<file path="config.mk">
export PLATFORM = sky130hd
export DESIGN_NAME = a2d_scheduler_flat
export DESIGN_NICKNAME = d
export VERILOG_FILES = /design/src/rtl/a2d_scheduler_pkg.sv /design/src/rtl/a2d_scheduler_if.sv /design/src/rtl/a2d_scheduler_avg.sv /design/src/rtl/a2d_scheduler.sv /design/src/flat_wrapper.sv
export SDC_FILE = /design/constraint.sdc
export NUM_CORES = 1
export LEC_CHECK = 0
export ABC_AREA = 1
export BUFFER_PORTS_ARGS = -buffer_cell sky130_fd_sc_hd__buf_4
export CAP_MARGIN = 0
export CELL_PAD_IN_SITES_DETAIL_PLACEMENT = 1
export CELL_PAD_IN_SITES_GLOBAL_PLACEMENT = 2
export CORE_UTILIZATION = 30
export CTS_CLUSTER_DIAMETER = 100
export CTS_CLUSTER_SIZE = 12
export DETAILED_ROUTE_END_ITERATION = 6
export GPL_TIMING_DRIVEN = 0
export PLACE_DENSITY_LB_ADDON = 0.1
export SLEW_MARGIN = 20
export SYNTH_ARGS = -nofsm -noshare
export SYNTH_HDL_FRONTEND = slang
export SYNTH_HIERARCHICAL = 1
export SYNTH_SLANG_ARGS = --single-unit
</file>
<file path="constraint.sdc">
create_clock -name clk -period 1.8 [get_ports clk]
set_input_delay 0.27 -clock clk [delete_from_list [all_inputs] [get_ports clk]]
set_output_delay 0.27 -clock clk [all_outputs]
set_load 0.005 [all_outputs]
</file>
<file path="src/rtl/a2d_scheduler_pkg.sv">
// Shared types and the command-word helper for the A2D round-robin sequencer.
package a2d_pkg;

   typedef enum logic [1:0] {IDLE, CNV, GAP, RD} a2d_state_t;

   typedef enum logic [1:0] {CH_LFT, CH_RGHT, CH_BATT} a2d_chan_t;

   // ADC128S control word: the channel address sits in bits [13:11].
   function automatic logic [15:0] a2d_cmd(input logic [2:0] ch);
      return {2'b00, ch, 11'h000};
   endfunction

endpackage

</file>
<file path="src/rtl/a2d_scheduler_if.sv">
// SPI monarch request/response bundle seen by the A2D sequencer.
interface a2d_scheduler_if;
   // wrt is a 1-clk start strobe carrying cmd; the monarch answers with a 1-clk done
   // strobe and rd_data valid in that cycle. cmd stays stable from wrt until done.
   logic        wrt;
   logic [15:0] cmd;
   logic        done;
   logic [15:0] rd_data;

   modport master (output wrt, output cmd, input done, input rd_data);
   modport slave  (input wrt, input cmd, output done, output rd_data);
endinterface

</file>
<file path="src/rtl/a2d_scheduler_avg.sv">
// One 12-bit IIR result register, new = (3*old + sample) >> 2; first sample after reset loads raw.
// Only built when A2D_AVG_EN is defined.
`ifdef A2D_AVG_EN
module a2d_avg (
   input  logic        clk,
   input  logic        rst_n,
   input  logic        ld,
   input  logic [11:0] sample,
   output logic [11:0] val
);

   logic        first;
   logic [13:0] acc;

   // 3*4095 + 4095 fits in 14 bits, so no overflow before the shift.
   assign acc = ({2'b00, val} * 14'd3) + {2'b00, sample};

   always_ff @(posedge clk or negedge rst_n) begin
      if (!rst_n) begin
         val   <= 12'h000;
         first <= 1'b1;
      end else if (ld) begin
         val   <= first ? sample : acc[13:2];
         first <= 1'b0;
      end
   end

endmodule
`endif

</file>
<file path="src/rtl/a2d_scheduler.sv">
// Round-robin lft -> rght -> batt conversion sequencer sharing one SPI monarch.
// Define A2D_AVG_EN to replace the raw result registers with IIR filters.
module a2d_scheduler
   import a2d_pkg::*;
#(
   parameter logic [2:0] LFT_CH  = 3'd0,
   parameter logic [2:0] RGHT_CH = 3'd4,
   parameter logic [2:0] BATT_CH = 3'd5,
   parameter int         GAP_CYC = 4
) (
   input  logic                    clk,
   input  logic                    rst_n,
   input  logic                    nxt,
   a2d_scheduler_if.master         spi,
   output logic [11:0]             lft_ld,
   output logic [11:0]             rght_ld,
   output logic [11:0]             batt,
   output logic                    busy,
   output logic                    rnd_vld,
   output a2d_state_t              state
);

   localparam logic [7:0] GAP_LD = 8'(GAP_CYC - 1);

   a2d_state_t  state_nxt;
   a2d_chan_t   ptr;
   a2d_chan_t   ptr_nxt;
   logic [2:0]  chan_num;
   logic [7:0]  gap_cnt;
   logic        start;
   logic        issue;
   logic        gap_ld;
   logic        latch;
   logic        wrt_q;
   logic [15:0] cmd_q;
   logic [11:0] sample;
   logic        ld_lft;
   logic        ld_rght;
   logic        ld_batt;

   assign spi.wrt = wrt_q;
   assign spi.cmd = cmd_q;
   assign sample  = spi.rd_data[11:0];

   always_comb begin
      chan_num = BATT_CH;
      ptr_nxt  = CH_LFT;
      case (ptr)
         CH_LFT:  begin chan_num = LFT_CH;  ptr_nxt = CH_RGHT; end
         CH_RGHT: begin chan_num = RGHT_CH; ptr_nxt = CH_BATT; end
         default: begin chan_num = BATT_CH; ptr_nxt = CH_LFT;  end
      endcase
   end

   always_ff @(posedge clk or negedge rst_n) begin
      if (!rst_n) state <= IDLE;
      else        state <= state_nxt;
   end

   // nxt is only honoured in IDLE; done is only honoured in CNV and RD.
   always_comb begin
      state_nxt = state;
      start     = 1'b0;
      issue     = 1'b0;
      gap_ld    = 1'b0;
      latch     = 1'b0;
      case (state)
         IDLE: if (nxt) begin
            start     = 1'b1;
            issue     = 1'b1;
            state_nxt = CNV;
         end
         CNV: if (spi.done) begin
            gap_ld    = 1'b1;
            state_nxt = GAP;
         end
         GAP: if (gap_cnt == 8'd0) begin
            issue     = 1'b1;
            state_nxt = RD;
         end
         RD: if (spi.done) begin
            latch     = 1'b1;
            state_nxt = IDLE;
         end
         default: state_nxt = IDLE;
      endcase
   end

   always_ff @(posedge clk or negedge rst_n) begin
      if (!rst_n) begin
         ptr     <= CH_LFT;
         wrt_q   <= 1'b0;
         cmd_q   <= 16'h0000;
         busy    <= 1'b0;
         rnd_vld <= 1'b0;
         gap_cnt <= 8'd0;
      end else begin
         wrt_q   <= issue;
         rnd_vld <= latch && (ptr == CH_BATT);
         if (start) begin
            cmd_q <= a2d_cmd(chan_num);
            busy  <= 1'b1;
         end
         if (gap_ld)
            gap_cnt <= GAP_LD;
         else if (state == GAP && gap_cnt != 8'd0)
            gap_cnt <= gap_cnt - 8'd1;
         if (latch) begin
            busy <= 1'b0;
            ptr  <= ptr_nxt;
         end
      end
   end

   assign ld_lft  = latch && (ptr == CH_LFT);
   assign ld_rght = latch && (ptr == CH_RGHT);
   assign ld_batt = latch && (ptr == CH_BATT);

`ifdef A2D_AVG_EN
   a2d_avg u_avg_lft  (.clk(clk), .rst_n(rst_n), .ld(ld_lft),  .sample(sample), .val(lft_ld));
   a2d_avg u_avg_rght (.clk(clk), .rst_n(rst_n), .ld(ld_rght), .sample(sample), .val(rght_ld));
   a2d_avg u_avg_batt (.clk(clk), .rst_n(rst_n), .ld(ld_batt), .sample(sample), .val(batt));
`else
   always_ff @(posedge clk or negedge rst_n) begin
      if (!rst_n) begin
         lft_ld  <= 12'h000;
         rght_ld <= 12'h000;
         batt    <= 12'h000;
      end else begin
         if (ld_lft)  lft_ld  <= sample;
         if (ld_rght) rght_ld <= sample;
         if (ld_batt) batt    <= sample;
      end
   end
`endif

endmodule

</file>
<file path="src/flat_wrapper.sv">
// flat-port wrapper written by rule: the top's interface ports become plain ports
module a2d_scheduler_flat import a2d_pkg::*;
#(
   parameter logic [2:0] LFT_CH  = 3'd0,
   parameter logic [2:0] RGHT_CH = 3'd4,
   parameter logic [2:0] BATT_CH = 3'd5,
   parameter int         GAP_CYC = 4
)
  (clk, rst_n, nxt, lft_ld, rght_ld, batt, busy, rnd_vld, state, spi_wrt, spi_cmd, spi_done, spi_rd_data);
  a2d_scheduler_if spi_i ();
  input  logic clk;
  input  logic rst_n;
  input  logic nxt;
  output logic [11:0] lft_ld;
  output logic [11:0] rght_ld;
  output logic [11:0] batt;
  output logic busy;
  output logic rnd_vld;
  output a2d_state_t state;
  output wire logic [$bits(spi_i.wrt)-1:0] spi_wrt;
  output wire logic [$bits(spi_i.cmd)-1:0] spi_cmd;
  input wire logic [$bits(spi_i.done)-1:0] spi_done;
  input wire logic [$bits(spi_i.rd_data)-1:0] spi_rd_data;
  assign spi_wrt = spi_i.wrt;
  assign spi_cmd = spi_i.cmd;
  assign spi_i.done = spi_done;
  assign spi_i.rd_data = spi_rd_data;
  a2d_scheduler #(.LFT_CH(LFT_CH), .RGHT_CH(RGHT_CH), .BATT_CH(BATT_CH), .GAP_CYC(GAP_CYC)) u_core (.clk(clk), .rst_n(rst_n), .nxt(nxt), .spi(spi_i), .lft_ld(lft_ld), .rght_ld(rght_ld), .batt(batt), .busy(busy), .rnd_vld(rnd_vld), .state(state));
endmodule
</file>
=== After elaboration in Yosys (flattened, before gate mapping) ===
Cells that the tools add are included.

* Flip-flop bits (word level): 54
* Bits in latches: 0
* Bits in writable memories: 0
* Bits in read-only memories: 0
* Bits of input ports: 20
* Logic and storage cells: 49
* Memories: 0

* Add/subtract/negate cells: 1
* $mul: 0
* Div/mod/pow operators: 0
* Magnitude comparators: 0
* Equality and inequality tests: 9
* Shifts and indexed selects: 0
* Multiplexer cells: 18
* Bitwise gates (word level): 0
* Reduce and logical (&&, ||, !) cells: 11

{| class="wikitable"
|+ Operators with widths
! operator !! count
|-
| 8-bit two-way mux || 2
|-
| 8-bit logical NOT || 1
|-
| 1-bit two-way mux || 8
|-
| 2-bit two-way mux || 4
|-
| 2-bit one-hot mux with 4 select lines || 1
|-
| 8-bit nonzero test || 1
|-
| 8-bit by 1-bit subtractor with 8-bit output (second input constant) || 1
|-
| 2-bit equality test (second input constant) || 3
|-
| 2-bit inequality test (second input constant) || 3
|-
| 3-bit one-hot mux with 2 select lines || 1
|-
| 2-bit by 1-bit equality test with 1-bit output (second input constant) || 2
|-
| 1-bit logical AND || 4
|-
| 2-bit logical NOT || 2
|-
| 2-bit one-hot mux with 2 select lines || 1
|-
| 4-bit AND reduction || 1
|-
| 2-bit nonzero test || 2
|-
| 2-bit by 1-bit inequality test with 1-bit output (second input constant) || 1
|-
| 1-bit one-hot mux with 2 select lines || 1
|}

=== Longest topological paths before layout ===
* Word-level depth: 4
* Depth in mapped cells: 9
* Depth with buffers taken out: 9

=== Worst setup path after synthesis ===
No wires, ideal clock.

* Path type: register -> register
* From: register u_core.state[0]
* To: register u_core.lft_ld[0]
* Arrival: 1.170 ns
* Data required time: 1.673 ns
* Path slack: 0.504 ns
* Stages on the path, launching flop included: 7
* Path buffers: 1
* Clock period less this slack: 1.296 ns
* Cells stage by stage: dfrtp_1 > ha_1 > nand2_1 > inv_2 > nand2_2 > buf_2 > o21ai_0

* Longest elaborated chain between the ends: 3

{| class="wikitable"
|+ Ends and longest elaborated chain
! element !! line !! source
|-
| from (decl) || a2d_scheduler.sv:20 || <nowiki>output a2d_state_t state</nowiki>
|-
| from (signal assigned) || a2d_scheduler.sv:57 || <nowiki>else state <= state_nxt;</nowiki>
|-
| 2-bit equality test || a2d_scheduler.sv:67 || <nowiki>case (state)</nowiki>
|-
| 1-bit two-way mux || a2d_scheduler.sv:67 ||
|-
| 1-bit logical AND || a2d_scheduler.sv:115 || <nowiki>assign ld_lft = latch && (ptr == CH_LFT);</nowiki>
|-
| to (signal assigned) || a2d_scheduler.sv:130 || <nowiki>if (ld_lft) lft_ld <= sample;</nowiki>
|-
| to (decl) || a2d_scheduler.sv:15 || <nowiki>output logic [11:0] lft_ld,</nowiki>
|}

Every way passes these cells.
A chain may end at the register's enable or synchronous reset.

=== Final worst setup path ===
* From: register u_core.state[0]
* To: register u_core.lft_ld[8]

Same word-level chain as after synthesis.

==> key figures <==
Global route
  • Grt ovf: 0
  • First-pass GRT wire length: 9430 um
  • Largest net degree at the start of global routing: 54
  • Met3 Resource Use GR: 3.12%
  • Met1 Usage GRT: 20.1%
  • Vias in the first global route: 1887
  • Total GRT Usage: 14.3%
  • Routing usage on met2: 21.7%
  • Gr busiest metal: met2
  • Antenna violations before repair: 0

Power and ir drop
  • Sw power: 0.00187 W
  • Seq pwr share: 42.2%
  • Leakage: 1.72 nW
  • Total power: 0.00492 W
  • Internal Pwr Total: 0.00305 W
  • Clk pwr share: 13.6%
  • VDD IR max: 0.528 mV
  • Sw frac: 38.0%
  • PwrDens: 1560 nW/um^2
  • Logic gate share of total power: 44.2%

Final layout
  • Area grow syn2layout: 28.4%
  • ANT cells: 0
  • Reg area: 1330 um^2
  • Fraction of layout instances using a drive strength above 1: 32.1%
  • Multi-input gate area: 911 um^2
  • Final instance area: 3160 um^2
  • Final net count: 369
  • Fillers: 947

Floorplanning
  • Core area: 7810 um^2
  • Die W: 92.5 um
  • Placement Rows: 32
  • Initial core utilization: 31.5%
  • DIE HEIGHT: 92.5 um
  • Die Footprint: 8560 um^2
  • IO Count: 77

Logic synthesis
  • Adder-cell share of the synthesized area: 3.56%
  • Post-synthesis sequential area ratio: 53.9%
  • Post-Synthesis Cells: 264
  • Synth top area share: 53.9%
  • Ys Warns: 6
  • Largest family of logic cells by synthesized area: simple AND/OR/NAND/NOR gates
  • Syn Std Cell Area: 2460 um^2
  • Async S/R FF share, synth: 100%
  • Most numerous cell in the Yosys netlist: nand2_1
  • Cell taking the most area after synthesis: dfrtp_1
  • Simple-gate area share of the yosys netlist: 20.1%
  • Post-synthesis compound-gate area fraction: 10.9%
  • Synth Area in XOR/XNOR: 0.356%
  • Multiplexer area fraction after synthesis: 0%
  • Library cells used by synthesis: 27
  • Post-synth EDFFs: 0
  • Synth cell count leaders: 74 x nand2_1, 53 x dfrtp_1, 30 x o21ai_0
  • Syn_area_per_cell: 9.31 um^2
  • Post-synthesis register bit count: 53
  • Synth Flop Type: dfrtp_1
  • Synth top area cells: dfrtp_1 54%, nand2_1 11%, o21ai_0 6.1%

Timing
  • Setup total negative slack: 0 ns
  • Fmax: 622 MHz
  • Hold Fails Final Rpt: 1
  • Post-layout min period: 1.61 ns
  • Final hold slack: -0.00240 ns
  • Clock skew: 0.00957 ns
  • Fin crit share: 89.3%
  • Max Transition Viols Final: 0
  • Setup-failing EPs final: 0
  • RSZ-0062 raised after global routing: false
  • Worst Max-Slew Pin Slew: 0.688 ns
  • Slew headroom: 54.2%

Worst setup path
  • Setup crit end kind: flip-flop
  • Worst Path Max Fanout: 10
  • Critical Path RT: 2.02 ns
  • Setup Crit Path Kind: flip-flop to flip-flop
  • Startpoint Class: flip-flop
  • CP Data Arrival Time: 1.83 ns

Job
  • Max_cap viols: 0

Clock tree
  • Post-cts resize count: 0
  • CTS tree: yes
  • Worst-Skew Late Latency: 0.30 ns
  • Clk root buf: clkbuf_8
  • Setup bufs post-CTS: 0
  • Clk slew on worst S/H paths: 0.09 ns
  • Clock Sinks: 53
  • H-tree Lvls: 2
  • Max Root-Sink Buffers: 2
  • Hold buffer count at CTS: 0
  • CTS buffer count: 5

Place
  • Dpl cell area: 3070 um^2
  • DP HPWL: 4130 um
  • GP Congestion: 0.713
  • I/O Buffers: 58

Detailed routing
  • TritonRoute pass-1 iters: 4
  • Routed len/inst: 12.9 um
  • Final ANT Viol Nets: 0
  • Vias/cell: 4.35
  • DRT iter0 DRCs: 44
  • DRC viols: 0
  • Post-Route WL: 5750 um
  • Vias: 1935

Status
  • Violated checks: negative hold slack
  • Status: finished, violations left

Worst hold path
  • Hold crit path type: input port to async pin
-- power by group through the flow --
stage                     clock (W)  combinational (W)  sequential, W
final                      0.000668            0.00218        0.00208
after global routing       0.000747            0.00248        0.00215
after CTS                  0.000712            0.00223        0.00209
after detailed placement          0            0.00222        0.00211
after global placement            0            0.00217        0.00211
after floorplan                   0            0.00122        0.00207
-- worst max-delay path: stages, from the launching register on --
cell and delay [ns]:
dfrtp_1 0.43, ha_1 0.23, nand2_1 0.17, inv_2 0.09
nand2_2 0.16, buf_2 0.29, nand2_1 0.07, o21ai_0 0.08
-- registers in the layout (all words and copies together), names as in the netlist --
name,count
u_core/spi.wrt,1
u_core/state,2
u_core/spi.cmd,2
u_core/rnd_vld,1
u_core/gap_cnt,8
u_core/ptr,2
u_core/lft_ld,12
u_core/batt,12
u_core/rght_ld,12
u_core/busy,1
-- path summary, 6_finish.rpt --
| kind | cells after the start | endpoint | slack (ns) | start |
|---|---|---|---|---|
| min in group clk | 3 | u_core/batt[7] | 0.24 | spi_rd_data[7] |
| max | 7 | u_core/lft_ld[8] | 0.19 | u_core/state[0] |
| max in group asynchronous | 1 | u_core/batt[9] | 1.34 | rst_n |
| max reg2reg | 7 | u_core/lft_ld[8] | 0.19 | u_core/state[0] |
| min | 1 | u_core/state[0] | -0.002 | rst_n |
| min reg2reg | 2 | u_core/rght_ld[1] | 0.50 | u_core/rght_ld[1] |
-- layer usage --
layer / vias to the layer above / wire (um) / share of wire [%]
met1: 921 / 2810 / 49
li1: 955 / - / -
met5: - / 0 / 0
met2: 54 / 2580 / 45
met4: 0 / 68 / 1.2
met3: 5 / 288 / 5.0
-- metrics by stage --
stage          std cells  worst slack, ns  hold slack (ns)  util, %
2_1_floorplan        277            0.504          -0.0256        -
3_3_place_gp         437            0.223            0.366     39.3
3_5_place_dp         437            0.199            0.369     39.3
4_1_cts              445            0.168           0.0285     40.4
5_1_grt              445           0.0334           0.0426     40.4
6_report             445            0.193         -0.00240     40.4
-- final cells by class --
cell class,instances,share of cell area (%)
Multi-Input combinational cell,172,28.8
Buffer,20,4.68
Timing Repair Buffer,58,13.8
Clock inverter,2,0.475
Clock buffer,6,2.30
Inverter,32,3.88
Sequential cell,53,42.0
Tap cell,102,4.04
-- kinds of logic (layout without fill, tap and decap cells) --
| kind of cell | count (synthesis) | in the layout |
|---|---|---|
| AND/OR/NAND/NOR | 106 | 106 |
| AO/OA/AOI/OAI | 44 | 44 |
| adder cells (fa/ha/maj) | 7 | 7 |
| other | 1 | 14 |
| XOR/XNOR | 1 | 1 |
| flip-flops | 53 | 53 |
| buffers and inverters | 52 | 118 |
-- cells in the final DEF (no fill, tap or decap), types with 2 or more instances in the layout --
master and n:
nand4_1 4, conb_1 14, nand2_2 3, clkbuf_8 5
buf_2 2, buf_4 72, nand3_1 8, buf_6 2
o21ai_0 30, inv_2 2, nor2_8 2, clkbuf_2 2
clkinvlp_4 2, nand2_1 74, ha_1 7, o21ai_2 12
dfrtp_1 53, nor2_1 9, inv_1 29
No activity file was read; power rests on OpenSTA's default activity.
